File: config.mk
export PLATFORM = sky130hd
export DESIGN_NAME = condicionador_botoes
export DESIGN_NICKNAME = d
export VERILOG_FILES = /design/src/rtl/condicionador_botoes.sv
export SDC_FILE = /design/constraint.sdc
export NUM_CORES = 1
export LEC_CHECK = 0
export BUFFER_PORTS_ARGS = -buffer_cell sky130_fd_sc_hd__buf_2
export CAP_MARGIN = 10
export CORE_MARGIN = 8
export CORE_UTILIZATION = 55
export CTS_CLUSTER_DIAMETER = 120
export DETAILED_ROUTE_END_ITERATION = 8
export PLACE_DENSITY = 0.79
export SYNTH_ARGS = -nofsm -noshare
export SYNTH_HDL_FRONTEND = slang
export SYNTH_SLANG_ARGS = --single-unit
File: constraint.sdc
create_clock -name clock -period 2.75 [get_ports clock]
set_clock_uncertainty 0.15 [all_clocks]
set_input_delay 0.1375 -clock clock [delete_from_list [all_inputs] [get_ports clock]]
set_output_delay 0.1375 -clock clock [all_outputs]
set_load 0.05 [all_outputs]
File: src/rtl/condicionador_botoes.sv
// rtl/condicionador_botoes.sv - synchroniser, debouncer and press decoder for the note buttons and jogar key
module condicionador_botoes #(
  parameter int N_BOTOES        = 7,
  parameter int DEBOUNCE_CICLOS = 50000,
  parameter int CONT_W          = 16,
  parameter bit ATIVO_BAIXO     = 1'b0
) (
  input  logic                clock,
  input  logic                reset,
  input  logic [N_BOTOES-1:0] botoes_brutos,
  input  logic                jogar_bruto,
  output logic [N_BOTOES-1:0] botoes,
  output logic                jogar,
  output logic [N_BOTOES-1:0] pulso_botao,
  output logic                botao_valido,
  output logic                multiplos,
  output logic [2:0]          codigo_botao
);

  localparam int N_CANAIS = N_BOTOES + 1;

  localparam logic [1:0] SOLTO          = 2'd0;
  localparam logic [1:0] CONFIRMA_PRESS = 2'd1;
  localparam logic [1:0] PRESSIONADO    = 2'd2;
  localparam logic [1:0] CONFIRMA_SOLTA = 2'd3;

  localparam logic [CONT_W-1:0] CONT_FIM = CONT_W'(DEBOUNCE_CICLOS - 1);
  // Pressed-low pins idle high, so the chain must reset to the idle level.
  localparam logic [N_CANAIS-1:0] SYNC_RESET = ATIVO_BAIXO ? '1 : '0;

  logic [N_CANAIS-1:0] brutos;
  logic [N_CANAIS-1:0] sync1;
  logic [N_CANAIS-1:0] sync2;
  logic [N_CANAIS-1:0] estavel;
  logic [N_CANAIS-1:0] nivel_prox;

  assign brutos = {jogar_bruto, botoes_brutos};

  always_ff @(posedge clock or negedge reset) begin
    if (!reset) begin
      sync1 <= SYNC_RESET;
      sync2 <= SYNC_RESET;
    end else begin
      sync1 <= brutos;
      sync2 <= sync1;
    end
  end

  assign estavel = ATIVO_BAIXO ? ~sync2 : sync2;

  for (genvar c = 0; c < N_CANAIS; c++) begin : g_canal
    logic [1:0]        estado;
    logic [1:0]        estado_prox;
    logic [CONT_W-1:0] cnt;
    logic [CONT_W-1:0] cnt_prox;

    always_comb begin
      estado_prox = estado;
      cnt_prox    = cnt;
      case (estado)
        SOLTO: begin
          if (estavel[c]) begin
            estado_prox = CONFIRMA_PRESS;
            cnt_prox    = CONT_W'(1);
          end else begin
            cnt_prox = '0;
          end
        end
        CONFIRMA_PRESS: begin
          if (!estavel[c]) begin
            estado_prox = SOLTO;
            cnt_prox    = '0;
          end else if (cnt == CONT_FIM) begin
            estado_prox = PRESSIONADO;
            cnt_prox    = '0;
          end else begin
            cnt_prox = cnt + CONT_W'(1);
          end
        end
        PRESSIONADO: begin
          if (!estavel[c]) begin
            estado_prox = CONFIRMA_SOLTA;
            cnt_prox    = CONT_W'(1);
          end else begin
            cnt_prox = '0;
          end
        end
        default: begin
          if (estavel[c]) begin
            estado_prox = PRESSIONADO;
            cnt_prox    = '0;
          end else if (cnt == CONT_FIM) begin
            estado_prox = SOLTO;
            cnt_prox    = '0;
          end else begin
            cnt_prox = cnt + CONT_W'(1);
          end
        end
      endcase
    end

    always_ff @(posedge clock or negedge reset) begin
      if (!reset) begin
        estado <= SOLTO;
        cnt    <= '0;
      end else begin
        estado <= estado_prox;
        cnt    <= cnt_prox;
      end
    end

    // Outputs are registered from the next state so every flag moves on the acceptance edge.
    assign nivel_prox[c] = (estado_prox == PRESSIONADO) || (estado_prox == CONFIRMA_SOLTA);
  end

  logic [N_BOTOES-1:0] botoes_prox;
  logic [N_BOTOES-1:0] sem_menor;
  logic [2:0]          codigo_prox;

  assign botoes_prox = nivel_prox[N_BOTOES-1:0];
  assign sem_menor   = botoes_prox & (botoes_prox - N_BOTOES'(1));

  always_comb begin
    codigo_prox = 3'd0;
    for (int i = N_BOTOES - 1; i >= 0; i--) begin
      if (botoes_prox[i]) codigo_prox = 3'(i + 1);
    end
  end

  always_ff @(posedge clock or negedge reset) begin
    if (!reset) begin
      botoes       <= '0;
      jogar        <= 1'b0;
      pulso_botao  <= '0;
      botao_valido <= 1'b0;
      multiplos    <= 1'b0;
      codigo_botao <= 3'd0;
    end else begin
      botoes       <= botoes_prox;
      jogar        <= nivel_prox[N_BOTOES];
      pulso_botao  <= botoes_prox & ~botoes;
      botao_valido <= (botoes_prox != '0) && (sem_menor == '0);
      multiplos    <= sem_menor != '0;
      codigo_botao <= codigo_prox;
    end
  end

endmodule

==> impl_summary.txt <==
----------------------------------------------------
[Status]
  Run status ... completed

[Setup path]
  Number of buffers and inverters on the critical path ... 0
  CP startpoint kind ... register
  Slowest Stage Delay on Critical Path ... roughly 0.57 ns
  FF-to-FF End ... multiplos
  Required time of the critical path ... 2.91 ns
  Internal reg-to-reg setup slack ... around 0.15 ns
  WS Path Type ... reg -> reg
  CP Max Fanout ... 6
  R2r worst-path depth ... 6
  Max stage delay cell, worst path ... sky130_fd_sc_hd__or4b_4
  Critical path cell sequence ... or4b_4 -> nor4_4 -> mux2_4 -> a2111oi_2 -> a21oi_2 -> o21bai_1
  Family with the most delay on the worst path ... simple AND/OR/NAND/NOR gates
  Startpoint of the worst-slack reg-to-reg timing path ... g_canal[1].cnt[5]
  Endpoint class of the critical path ... register
  Arrival time at the worst endpoint ... around 2.8 ns

[Clock network]
  Post-CTS Setup Inserts ... 0
  H-tree lvl count ... 4
  Buffer levels on the longest clock path ... 2
  Clock Pin Slew Worst Setup and Hold Paths ... approximately 0.070 ns
  Clock insertion delay at the later pin of the skew report ... roughly 0.43 ns
  Number of clock buffers inserted by TritonCTS ... 17
  Number of clock sinks ... between 150 and 200
  TritonCTS clock tree ... done
  CTS Root Buffer Type ... sky130_fd_sc_hd__clkbuf_16

[Die]
  Die outline area ... 18500 sq um
  Initial cell density of the core ... 0.553
  Die height ... 136 microns
  Die X-Extent ... ~140 microns
  Total I/O pin count ... 30
  Count of standard-cell rows ... 44
  Core region area ... about 14000 sq um

[Finish]
  Synthesis-to-finish area growth ... 13.6%
  Area occupied by multi-input gates ... approximately 3300 sq um
  Fraction of layout cells with a size suffix above 1 ... 0.117
  Nets@finish ... 807
  Fillers ... 1119
  Share of the core filled with cells ... 0.628
  Diode count ... 0
  Area used by sequential logic in the layout ... about 4500 sq um
  Summed area of non-filler cells in the final layout ... between 8000 and 9000 sq um
  Final instance count without filler cells ... approximately 1000

[Logic synthesis]
  Seq cells post-synth ... 179
  Sequential element share of the synthesized area ... 0.566
  Number of flops mapped to enable cells by yosys ... 0
  Number of distinct standard cells referenced by the synthesized netlist ... between 40 and 50
  Leading register cell type out of synthesis ... sky130_fd_sc_hd__dfrtp_1
  Syn Inst Count ... ~740
  Yosys synthesis warning count ... 0
  FFs w/ async S/R, synth ... 1.00
  Net count after synthesis ... around 760
  Avg Synthesized Cell Area ... roughly 11 sq um
  Netlist area before placement ... between 7000 and 8000 sq um

[GRT]
  Antenna violations before repair ... 0
  Global-route wire length before repair ... roughly 27000 microns
  Maximum number of pins on one net before global-route repair ... 82
  Number of global-route vias before repair ... around 5600
  Grt total ovfl ... 0
  Global routing usage summed across all routing layers ... 0.178

[Timing]
  Maximum operating frequency ... 384 MHz
  Worst hold-check slack ... about 0.17 ns
  Unrepaired setup endpoints after global routing ... no
  Post-route fraction of the period consumed by the critical path ... 0.947
  Final TNS setup ... 0 ns
  Post-route setup slack ... between 0.1 and 0.15 ns
  Slew margin rel. ... 0.513
  Min Clock Period, post-route ... 2.60 ns
  Transition time at the pin with the least slew margin ... 0.731 ns
  Count of pins over their slew limit ... 0
  Final hold violation count ... 0
  Number of setup violations in the final report ... 0

[Detailed routing]
  Number of iterations in the first detailed-routing pass ... 4
  Routed Wire Length ... 15000 microns
  Remaining design rule violation count ... 0
  Total via count in the routed design ... 5402
  Average routed wire per standard cell ... ~15 microns
  Via-to-Cell Ratio ... 5.48
  Drt first-iter violations ... 202
  Remaining antenna violation count ... 0

[Worst hold path]
  Path type of the worst min-delay path ... in -> async

[Placement]
  Routability congestion estimate ... approximately 0.81
  Area after detailed placement ... about 8300 sq um
  Worst slack at placement ... roughly 0.091 ns
  Detailed Place HPWL ... between 10000 and 15000 microns
  Number of placed cells counting well taps ... around 950
  Buffers added on ports ... 29

[Power and ir drop]
  Power per cell area ... 579 nW/um^2
  Leakage component of the power ... between 4 and 5 nW
  Maximum ir drop on the vdd rail ... 0.512 mV
  Total design power ... about 5.2 mW

[Flow run]
  MaxCap Viol Count ... 0

----------------------------------------------------
[synthesized netlist by cell type (all sizes together), types with 2 or more instances]
cell type | n | area [sq um]
dfrtp | 179 | 4480
nor2 | 154 | 578
xor2 | 70 | 613
nand3 | 51 | 255
xnor2 | 46 | 403
nand2 | 42 | 158
and3 | 31 | 194
inv | 23 | 86.3
nand4 | 22 | 138
clkbuf | 11 | 41.3
and4 | 9 | 78.8
a21oi | 8 | 43.8
ha | 8 | 100
nor4b | 8 | 108
o21ai | 8 | 40.0
a21boi | 7 | 52.6
and2 | 7 | 43.8
mux2 | 7 | 86.3
and4bb | 6 | 75.1
mux2i | 5 | 57.6
nor3 | 5 | 30.0
or3 | 5 | 31.3
nor2b | 4 | 25.0
nor4 | 4 | 40.0
nor4bb | 4 | 40.0
or4b | 2 | 23.8
[registers in the layout (all words and copies together) (netlist names)]
| name | count |
|---|---|
| botoes | 7 |
| codigo_botao | 3 |
| pulso_botao | 7 |
| g_canal.estado | 16 |
| sync1 | 8 |
| botao_valido | 1 |
| estavel | 8 |
| g_canal.cnt | 128 |
| multiplos | 1 |
[how the worst max path moves through the flow]
stage | slack [ns] | endpoint | cells after the start | start
after floorplan | 0.23 | botao_valido | 6 | g_canal[1].cnt[5]
after global placement | 0.21 | botao_valido | 6 | g_canal[1].cnt[5]
after detailed placement | 0.09 | botao_valido | 6 | g_canal[1].cnt[5]
after CTS | 0.08 | botao_valido | 6 | g_canal[1].cnt[5]
after global routing | 0.04 | botao_valido | 6 | g_canal[1].cnt[5]
final | 0.15 | multiplos | 6 | g_canal[1].cnt[5]
[routing by layer]
layer	track usage	wire length [microns]	up-vias
li1	-	-	2587
met1	0.227	6550	2715
met2	0.295	7600	88
met3	0.0351	674	12
met4	0.0708	138	0
met5	0	0	-
[worst register-to-register path, stage by stage (launching register included)]
cell and delay, ns:
sky130_fd_sc_hd__dfrtp_1 0.43, sky130_fd_sc_hd__or4b_4 0.57, sky130_fd_sc_hd__nor4_4 0.35, sky130_fd_sc_hd__mux2_4 0.38, sky130_fd_sc_hd__a2111oi_2 0.34, sky130_fd_sc_hd__a21oi_2 0.09, sky130_fd_sc_hd__o21bai_1 0.17
[power by group]
group / switching [mW] / internal [mW] / total (mW)
registers: 0.0254 / 2.67 / 2.69
clock network: 1.03 / 1.35 / 2.38
logic: 0.100 / 0.0415 / 0.142
[logic make-up (layout without fill, tap and decap cells)]
| family | count (synthesis) | in the layout | synth area share |
|---|---|---|---|
| simple gates | 358 | 358 | 0.234 |
| flops | 179 | 179 | 0.566 |
| xor+xnor | 116 | 116 | 0.128 |
| buf+inv | 34 | 99 | 0.0161 |
| compound gates | 29 | 29 | 0.0240 |
| mux | 12 | 12 | 0.0182 |
| fa+ha+maj | 9 | 9 | 0.0139 |
[repair_timing]
| action | in CTS | in global routing |
|---|---|---|
| hold endpoints to repair | 86 | 0 |
| resized for setup | 0 | 1 |
| setup endpoints to repair | 0 | 1 |
| hold buffers | 9 | 0 |
[layout by cell type (no fill, tap or decap), types with 5 or more instances in the layout]
cell type	n
sky130_fd_sc_hd__xnor2_1	46
sky130_fd_sc_hd__xor2_1	70
sky130_fd_sc_hd__dfrtp_1	179
sky130_fd_sc_hd__ha_1	8
sky130_fd_sc_hd__and4bb_2	6
sky130_fd_sc_hd__o21ai_0	8
sky130_fd_sc_hd__nand4_1	22
sky130_fd_sc_hd__and2_1	7
sky130_fd_sc_hd__and4_1	9
sky130_fd_sc_hd__nor4b_2	6
sky130_fd_sc_hd__clkbuf_16	17
sky130_fd_sc_hd__nand2_1	42
sky130_fd_sc_hd__dlygate4sd3_1	9
sky130_fd_sc_hd__a21boi_0	7
sky130_fd_sc_hd__nor2_1	154
sky130_fd_sc_hd__inv_1	22
sky130_fd_sc_hd__mux2_2	5
sky130_fd_sc_hd__nand3_1	51
sky130_fd_sc_hd__a21oi_1	7
sky130_fd_sc_hd__and3_1	31
sky130_fd_sc_hd__buf_4	5
sky130_fd_sc_hd__buf_2	28
sky130_fd_sc_hd__or3_1	5
[cell type report]
cell class,instances,area share
clock buffer,18,0.0477
clock inverter,14,0.0170
inverter,23,0.00960
multi-input combinational,524,0.369
sequential,179,0.498
tap,184,0.0256
timing repair buffer,44,0.0332
No activity file was read; power rests on OpenSTA's default activity.
